==> src/rtl/ca_engine_if.sv <==
// ca_engine control/readout bundle.
// master drives load/seed/rule/run controls; slave returns state, gen_count, busy, done, stable.
interface ca_engine_if #(
  parameter int WIDTH = 8,
  parameter int GEN_W = 16
);
  logic             load;
  logic [WIDTH-1:0] seed;
  logic [7:0]       rule;
  logic             bnd_zero;
  logic             step;
  logic             start;
  logic [GEN_W-1:0] gen_limit;
  logic             stop_stable;
  logic             halt;
  logic [WIDTH-1:0] state;
  logic [GEN_W-1:0] gen_count;
  logic             busy;
  logic             done;
  logic             stable;

  modport master (
    output load, seed, rule, bnd_zero, step, start,
    output gen_limit, stop_stable, halt,
    input  state, gen_count, busy, done, stable
  );

  modport slave (
    input  load, seed, rule, bnd_zero, step, start,
    input  gen_limit, stop_stable, halt,
    output state, gen_count, busy, done, stable
  );
endinterface

==> src/rtl/ca_engine.sv <==
// Elementary (radius-1) cellular automaton engine with single step and counted runs.
// Ports: clk, resetn (async active-low), bus (ca_engine_if.slave: controls in, state/status out).
module ca_engine #(
  parameter int WIDTH = 8,
  parameter int GEN_W = 16
) (
  input  logic        clk,
  input  logic        resetn,
  ca_engine_if.slave  bus
);

  typedef enum logic {IDLE, RUN} st_t;

  st_t              st_q;
  logic [WIDTH-1:0] state_q;
  logic [GEN_W-1:0] gen_q;
  logic [GEN_W-1:0] lim_q;
  logic [7:0]       rule_q;
  logic             bz_q;
  logic             ss_q;
  logic             busy_q;
  logic             done_q;
  logic             stable_q;

  logic [WIDTH-1:0] nxt_step;
  logic [WIDTH-1:0] nxt_run;
  logic [GEN_W-1:0] gen_inc;
  logic             run_same;
  logic             run_end;

  // ext = {left of MSB, cells, right of LSB}; ext[i +: 3] is {L, C, R} of cell i.
  function automatic logic [WIDTH-1:0] evolve(
    input logic [WIDTH-1:0] s,
    input logic [7:0]       r,
    input logic             bz
  );
    logic [WIDTH+1:0] ext;
    logic [WIDTH-1:0] n;
    ext = {(bz ? 1'b0 : s[0]), s, (bz ? 1'b0 : s[WIDTH-1])};
    for (int i = 0; i < WIDTH; i++) begin
      n[i] = r[ext[i +: 3]];
    end
    return n;
  endfunction

  always_comb begin
    nxt_step = evolve(state_q, bus.rule, bus.bnd_zero);
    nxt_run  = evolve(state_q, rule_q, bz_q);
    gen_inc  = gen_q + 1'b1;
    run_same = (nxt_run == state_q);
    run_end  = (gen_inc == lim_q) || (ss_q && run_same);
  end

  always_ff @(posedge clk or negedge resetn) begin
    if (!resetn) begin
      st_q     <= IDLE;
      state_q  <= '0;
      gen_q    <= '0;
      lim_q    <= '0;
      rule_q   <= '0;
      bz_q     <= 1'b0;
      ss_q     <= 1'b0;
      busy_q   <= 1'b0;
      done_q   <= 1'b0;
      stable_q <= 1'b0;
    end else begin
      done_q <= 1'b0;
      if (bus.load) begin
        state_q  <= bus.seed;
        gen_q    <= '0;
        stable_q <= 1'b0;
        st_q     <= IDLE;
        busy_q   <= 1'b0;
      end else if (bus.halt) begin
        st_q   <= IDLE;
        busy_q <= 1'b0;
      end else if (st_q == RUN) begin
        state_q  <= nxt_run;
        gen_q    <= gen_inc;
        stable_q <= run_same;
        if (run_end) begin
          st_q   <= IDLE;
          busy_q <= 1'b0;
          done_q <= 1'b1;
        end
      end else if (bus.start) begin
        gen_q <= '0;
        if (bus.gen_limit == '0) begin
          done_q <= 1'b1;
        end else begin
          lim_q  <= bus.gen_limit;
          rule_q <= bus.rule;
          bz_q   <= bus.bnd_zero;
          ss_q   <= bus.stop_stable;
          st_q   <= RUN;
          busy_q <= 1'b1;
        end
      end else if (bus.step) begin
        state_q  <= nxt_step;
        gen_q    <= gen_q + 1'b1;
        stable_q <= (nxt_step == state_q);
      end
    end
  end

  assign bus.state     = state_q;
  assign bus.gen_count = gen_q;
  assign bus.busy      = busy_q;
  assign bus.done      = done_q;
  assign bus.stable    = stable_q;

endmodule

==> src/flat_wrapper.sv <==
// flat-port wrapper written by rule: the top's interface ports become plain ports
module ca_engine_flat 
#(
  parameter int WIDTH = 8,
  parameter int GEN_W = 16
)
  (clk, resetn, bus_load, bus_seed, bus_rule, bus_bnd_zero, bus_step, bus_start, bus_gen_limit, bus_stop_stable, bus_halt, bus_state, bus_gen_count, bus_busy, bus_done, bus_stable);
  ca_engine_if #(.WIDTH(WIDTH), .GEN_W(GEN_W)) bus_i ();
  input  logic clk;
  input  logic resetn;
  input wire logic [$bits(bus_i.load)-1:0] bus_load;
  input wire logic [$bits(bus_i.seed)-1:0] bus_seed;
  input wire logic [$bits(bus_i.rule)-1:0] bus_rule;
  input wire logic [$bits(bus_i.bnd_zero)-1:0] bus_bnd_zero;
  input wire logic [$bits(bus_i.step)-1:0] bus_step;
  input wire logic [$bits(bus_i.start)-1:0] bus_start;
  input wire logic [$bits(bus_i.gen_limit)-1:0] bus_gen_limit;
  input wire logic [$bits(bus_i.stop_stable)-1:0] bus_stop_stable;
  input wire logic [$bits(bus_i.halt)-1:0] bus_halt;
  output wire logic [$bits(bus_i.state)-1:0] bus_state;
  output wire logic [$bits(bus_i.gen_count)-1:0] bus_gen_count;
  output wire logic [$bits(bus_i.busy)-1:0] bus_busy;
  output wire logic [$bits(bus_i.done)-1:0] bus_done;
  output wire logic [$bits(bus_i.stable)-1:0] bus_stable;
  assign bus_i.load = bus_load;
  assign bus_i.seed = bus_seed;
  assign bus_i.rule = bus_rule;
  assign bus_i.bnd_zero = bus_bnd_zero;
  assign bus_i.step = bus_step;
  assign bus_i.start = bus_start;
  assign bus_i.gen_limit = bus_gen_limit;
  assign bus_i.stop_stable = bus_stop_stable;
  assign bus_i.halt = bus_halt;
  assign bus_state = bus_i.state;
  assign bus_gen_count = bus_i.gen_count;
  assign bus_busy = bus_i.busy;
  assign bus_done = bus_i.done;
  assign bus_stable = bus_i.stable;
  ca_engine #(.WIDTH(WIDTH), .GEN_W(GEN_W)) u_core (.clk(clk), .resetn(resetn), .bus(bus_i));
endmodule
==> config.mk <==
export PLATFORM = sky130hd
export DESIGN_NAME = ca_engine_flat
export DESIGN_NICKNAME = d
export VERILOG_FILES = /design/src/rtl/ca_engine_if.sv /design/src/rtl/ca_engine.sv /design/src/flat_wrapper.sv
export SDC_FILE = /design/constraint.sdc
export NUM_CORES = 1
export LEC_CHECK = 0
export CAP_MARGIN = 15
export CORE_UTILIZATION = 45
export CTS_BUF_LIST = sky130_fd_sc_hd__clkbuf_8 sky130_fd_sc_hd__clkbuf_16
export CTS_CLUSTER_SIZE = 12
export DETAILED_ROUTE_END_ITERATION = 12
export GPL_TIMING_DRIVEN = 0
export MAX_ROUTING_LAYER = met4
export PLACE_DENSITY = 0.71
export SLEW_MARGIN = 15
export SYNTH_ARGS = -nofsm -noshare
export SYNTH_HDL_FRONTEND = slang
export SYNTH_SLANG_ARGS = --single-unit
==> constraint.sdc <==
create_clock -name clk -period 2.42 [get_ports clk]
set_clock_uncertainty 0.2 [all_clocks]
set_input_delay 0.484 -clock clk [delete_from_list [all_inputs] [get_ports clk]]
set_output_delay 0.484 -clock clk [all_outputs]
set_load 0.1 [all_outputs]
==> results of run 1 <==
## placed cells by master, fill, tap and decap left out, drive strengths merged, types with 8 or more instances in the layout
cell type	n
clkdlybuf4s50	36
clkbuf	25
o31ai	11
nand2	38
nand3	10
and3	9
dfrtp	54
mux4	33
a21oi	23
xnor2	20
inv	15
o21ai	32
buf	31
nor2	26
mux2i	20
dlygate4sd2	28
a211oi	13
nor2b	8
mux2	28
## metrics by stage
| stage | setup slack, ps | utilization (%) | power, mW | hold WS (ps) | setup TNS, ps |
|---|---|---|---|---|---|
| after floorplan | -151 | - | 2.58 | -11.6 | -474 |
| after global placement | -1470 | 56.3 | 3.00 | 293 | -97800 |
| after detailed placement | -907 | 56.2 | 3.04 | 294 | -34150 |
| after CTS | -166 | 57.8 | 3.59 | 24.8 | -455 |
| after global routing | -109 | 60.2 | 3.94 | 36.2 | -317 |
| final | -49.9 | 60.2 | 3.75 | -9.12 | -49.9 |
## worst min path at each step
stage                      start                      end  depth (start not counted)
5_1_grt                   resetn  u_core.bus.gen_count[9]                          1
6_report                  resetn  u_core.bus.gen_count[4]                          1
3_5_place_dp   u_core.bus.stable        u_core.bus.stable                          2
2_1_floorplan             resetn          u_core.bus.busy                          0
3_3_place_gp         u_core.ss_q              u_core.ss_q                          1
4_1_cts                   resetn          u_core.lim_q[8]                          1
## state kept, by name, summed over array words and instances (netlist names)
| register | flops |
|---|---|
| u_core.st_q | 1 |
| u_core.lim_q | 16 |
| u_core.bus.done | 1 |
| u_core.bus.busy | 1 |
| u_core.bz_q | 1 |
| u_core.rule_q | 8 |
| u_core.bus.gen_count | 16 |
| u_core.ss_q | 1 |
| u_core.bus.stable | 1 |
| u_core.bus.state | 8 |
## metal layers
metal | track usage [%] | part of all wire (%) | vias to the layer above
li1 | - | - | 1846
met4 | 7.58 | 1.3 | 0
met3 | 3.33 | 8.3 | 22
met2 | 43.4 | 48 | 212
met5 | - | 0 | -
met1 | 38.0 | 42 | 2011
## cell type report
| cell class | instances | area, µm² |
|---|---|---|
| inverters | 14 | 56.3 |
| flip-flops and latches | 54 | 1400 |
| multi-input cells | 341 | 2980 |
| repair buffers | 79 | 716 |
| clock buffers | 5 | 68.8 |
| fillers | 848 | 3730 |
| plain buffers | 36 | 241 |
| clock inverters | 3 | 17.5 |
| well taps | 129 | 161 |
## power groups by stage
stage	logic (mW)	clock network (mW)	registers, mW
final	2.01	0.526	1.21
after CTS	1.86	0.535	1.20
after global routing	2.12	0.579	1.23
after global placement	1.79	0	1.21
after detailed placement	1.83	0	1.21
after floorplan	1.17	0	1.41
## critical path, cell delays in order, from the launching register on
cell and delay [ps]:
sky130_fd_sc_hd__dfrtp_4 500, sky130_fd_sc_hd__buf_8 150, sky130_fd_sc_hd__and2b_4 180, sky130_fd_sc_hd__mux4_2 410, sky130_fd_sc_hd__a2111o_1 510, sky130_fd_sc_hd__or3_1 400
sky130_fd_sc_hd__nand3_1 90
## kinds of logic (layout without fill, tap and decap cells)
kind of cell	count (synthesis)	after routing	synth area share, %
simple gates	128	128	14.5
compound gates	106	106	15.3
mux	81	81	29.1
flops	54	54	30.6
buf+inv	53	137	5.13
xor+xnor	25	25	4.96
fa+ha+maj	1	1	0.284
## synthesized netlist by cell type (3+ instances only)
cell and count:
sky130_fd_sc_hd__a2111oi_0 3, sky130_fd_sc_hd__a211oi_1 13, sky130_fd_sc_hd__a21boi_0 4, sky130_fd_sc_hd__a21oi_1 23, sky130_fd_sc_hd__and3_1 9, sky130_fd_sc_hd__buf_1 3, sky130_fd_sc_hd__buf_2 9, sky130_fd_sc_hd__clkbuf_1 24
sky130_fd_sc_hd__dfrtp_1 54, sky130_fd_sc_hd__inv_1 14, sky130_fd_sc_hd__mux2_2 28, sky130_fd_sc_hd__mux2i_1 20, sky130_fd_sc_hd__mux4_1 7, sky130_fd_sc_hd__mux4_2 26, sky130_fd_sc_hd__nand2_1 38, sky130_fd_sc_hd__nand2b_1 5
sky130_fd_sc_hd__nand3_1 10, sky130_fd_sc_hd__nand4_1 6, sky130_fd_sc_hd__nor2_1 26, sky130_fd_sc_hd__nor2b_1 8, sky130_fd_sc_hd__nor3_1 5, sky130_fd_sc_hd__nor4_1 7, sky130_fd_sc_hd__o211ai_1 3, sky130_fd_sc_hd__o21ai_0 31
sky130_fd_sc_hd__o31ai_1 11, sky130_fd_sc_hd__xnor2_1 20, sky130_fd_sc_hd__xor2_1 5
## timing repair
action / CTS / global route
hold buffers: 0 / 0
pin swaps: 1 / 9
setup endpoints to repair: 80 / 42
gates cloned: 0 / 0
resized for setup: 59 / 57
buffers inserted: 1 / 13
==> flow_summary.html, run 1 <==
<table>
<tr><th>Metric</th><th>Value</th></tr>
<tr><th colspan="2">Timing</th></tr>
<tr><td>Worst path setup slack after routing</td><td>-49.9 ps</td></tr>
<tr><td>Worst slew margin</td><td>35.8%</td></tr>
<tr><td>Actual transition at the worst max-transition pin</td><td>between 900 and 1000 ps</td></tr>
<tr><td>Setup repair after global routing missed its margin</td><td>yes</td></tr>
<tr><td>FMAX</td><td>405 MHz</td></tr>
<tr><td>Part of the cycle the worst path needs</td><td>102%</td></tr>
<tr><td>Shortest period the worst path allows</td><td>between 2000 and 2500 ps</td></tr>
<tr><td>Fin. Hold Viols</td><td>15</td></tr>
<tr><td>Hold WS</td><td>-9.12 ps</td></tr>
<tr><td>Final setup violation count</td><td>1</td></tr>
<tr><td>Final max-slew violation count</td><td>0</td></tr>
<tr><th colspan="2">Drt</th></tr>
<tr><td>Wirelength per Cell</td><td>20.1 µm</td></tr>
<tr><td>Via density per instance</td><td>6.19</td></tr>
<tr><td># DRC</td><td>0</td></tr>
<tr><td>DR iter-0 viols</td><td>between 200 and 300</td></tr>
<tr><td>Detailed-routing iteration count for the pre-antenna-repair pass</td><td>5</td></tr>
<tr><td>Post-Route WL</td><td>between 10,000 and 15,000 µm</td></tr>
<tr><td>DR vias</td><td>4,091</td></tr>
<tr><td>Remaining number of nets flagged by the antenna check after routing</td><td>0</td></tr>
<tr><th colspan="2">Power</th></tr>
<tr><td>Fraction of power consumed by the clock network</td><td>between 10 and 15%</td></tr>
<tr><td>Leakage component of the power</td><td>between 2 and 2.5 nW</td></tr>
<tr><td>Proportion of power drawn by flip-flops and latches</td><td>between 30% and 40%</td></tr>
<tr><td>Part of the power in combinational logic</td><td>between 50% and 60%</td></tr>
<tr><td>Maximum VDD drop</td><td>0.427 mV</td></tr>
<tr><td>Net switching power</td><td>approximately 1.6 mW</td></tr>
<tr><td>Power per cell area</td><td>~660 nW/µm²</td></tr>
<tr><td>Sw frac</td><td>42.0%</td></tr>
<tr><td>Cell internal power dissipation</td><td>about 2.2 mW</td></tr>
<tr><th colspan="2">Placement</th></tr>
<tr><td>Number of I/O port buffers</td><td>65</td></tr>
<tr><td>DP Area</td><td>5270 µm²</td></tr>
<tr><td>Final Wtd Congestion</td><td>a little over 0.9</td></tr>
<tr><td>Estimated wirelength of the detail-placed design</td><td>roughly 9400 µm</td></tr>
<tr><td>Cell total after placement</td><td>642</td></tr>
<tr><th colspan="2">Clocking</th></tr>
<tr><td>Clock tree from TritonCTS</td><td>done</td></tr>
<tr><td>Clock tree buffer depth</td><td>2</td></tr>
<tr><td>Deepest level of the CTS H-tree</td><td>2</td></tr>
<tr><td>Clock tree sinks</td><td>54</td></tr>
<tr><td>Clock input transition at the sequential cells of the worst setup and hold paths</td><td>110 ps</td></tr>
<tr><td>Clock buffer count from CTS</td><td>5</td></tr>
<tr><td>Root buffer selected by CTS</td><td>sky130_fd_sc_hd__clkbuf_8</td></tr>
<tr><td>Insertion delay to the later sink of the worst-skew pair</td><td>320 ps</td></tr>
<tr><th colspan="2">Cells and area</th></tr>
<tr><td>Post-route cell area</td><td>between 5000 and 6000 µm²</td></tr>
<tr><td>Number of non-filler instances in the completed layout</td><td>between 600 and 700</td></tr>
<tr><td>Fin nets</td><td>572</td></tr>
<tr><td>Share of final-layout standard cells stronger than drive strength 1</td><td>a little under 30%</td></tr>
<tr><td>Synthesis-to-finish area growth</td><td>27.9%</td></tr>
<tr><td>Number of antenna diodes</td><td>0</td></tr>
<tr><th colspan="2">Outcome</th></tr>
<tr><td>Failing checks</td><td>hold timing, setup timing</td></tr>
<tr><td>Run status</td><td>finished, violations left</td></tr>
<tr><th colspan="2">Critical path</th></tr>
<tr><td>Data arrival time of the worst path</td><td>between 2000 and 3000 ps</td></tr>
<tr><td>Kind of start point of the critical path</td><td>register</td></tr>
<tr><td>Classification of the worst setup path</td><td>register to register</td></tr>
<tr><td>Register-to-Register Setup Slack</td><td>-50 ps</td></tr>
<tr><td>Critical path capture point type</td><td>register</td></tr>
<tr><td>Launch point of the critical path</td><td>u_core.bus.state[7]</td></tr>
<tr><td>Register-to-Register Path Depth</td><td>6</td></tr>
<tr><td>Crit Reg-Reg Endpoint</td><td>u_core.bus.stable</td></tr>
<tr><td>Crit-path max FO</td><td>8</td></tr>
<tr><td>Critical path data required time</td><td>around 2500 ps</td></tr>
<tr><td>Crit path capture</td><td>u_core.bus.stable</td></tr>
<tr><td>FF-to-FF Start</td><td>u_core.bus.state[7]</td></tr>
<tr><th colspan="2">GRT</th></tr>
<tr><td>Initial antenna violation count</td><td>0</td></tr>
<tr><td>Global-route wire length before repair</td><td>21,000 µm</td></tr>
<tr><td>Number of global-route vias before repair</td><td>3,925</td></tr>
<tr><td>Remaining Overflow, GRT</td><td>0</td></tr>
<tr><td>Pin count of the biggest net entering global routing</td><td>between 50 and 60</td></tr>
<tr><td>GRT Total Usage</td><td>between 20% and 30%</td></tr>
<tr><th colspan="2">Synth</th></tr>
<tr><td>Async SR Flop Fraction</td><td>100%</td></tr>
<tr><td>Number of storage elements in the synthesis netlist</td><td>54</td></tr>
<tr><td>Area fraction of the dominant cell type after synthesis</td><td>a little under a third</td></tr>
<tr><td>Synth Instances</td><td>around 450</td></tr>
<tr><td>Post-Synthesis Mean Instance Area</td><td>about 9.8 µm²</td></tr>
<tr><td>Sequential-to-total area share from yosys stat</td><td>between 30% and 40%</td></tr>
<tr><td>Main synth FF type</td><td>sky130_fd_sc_hd__dfrtp_1</td></tr>
<tr><td>Net count of the mapped netlist</td><td>a little under 500</td></tr>
<tr><td>Dominant cell type by area after synthesis</td><td>sky130_fd_sc_hd__dfrtp_1</td></tr>
<tr><td>Most area-consuming cells after synthesis</td><td>sky130_fd_sc_hd__dfrtp_1 (31%), sky130_fd_sc_hd__mux4_2 (13%), sky130_fd_sc_hd__mux2_2 (7.1%)</td></tr>
<tr><td>Area of the mapped netlist</td><td>about 4400 µm²</td></tr>
<tr><td>Unique masters post-synth</td><td>between 50 and 60</td></tr>
<tr><td>Yosys warning total</td><td>0</td></tr>
<tr><td>Count of flip-flops with a built-in enable after synthesis</td><td>0</td></tr>
<tr><th colspan="2">Die</th></tr>
<tr><td>Starting density of the core</td><td>a little under half</td></tr>
<tr><td>Core region area</td><td>9370 µm²</td></tr>
<tr><td>Vert. Die Dim</td><td>~100 µm</td></tr>
<tr><td>Horizontal die dimension</td><td>between 100 and 150 µm</td></tr>
<tr><td>Area of the die</td><td>10,200 µm²</td></tr>
<tr><td>Number of placement rows</td><td>35</td></tr>
<tr><td>Number of placed I/O pins</td><td>67</td></tr>
<tr><th colspan="2">Flow run</th></tr>
<tr><td>Max-cap check violation count</td><td>0</td></tr>
<tr><th colspan="2">Hold path</th></tr>
<tr><td>HP Class</td><td>input pin to asynchronous set/reset pin</td></tr>
</table>
Note: power is estimated with default switching activity, not from simulation.
==> run 2, diff against run 1 <==
CORE_MARGIN = 1   (was unset)
==> results of run 2 <==
Final layout, timing and power as in run 1 (identical DEF).
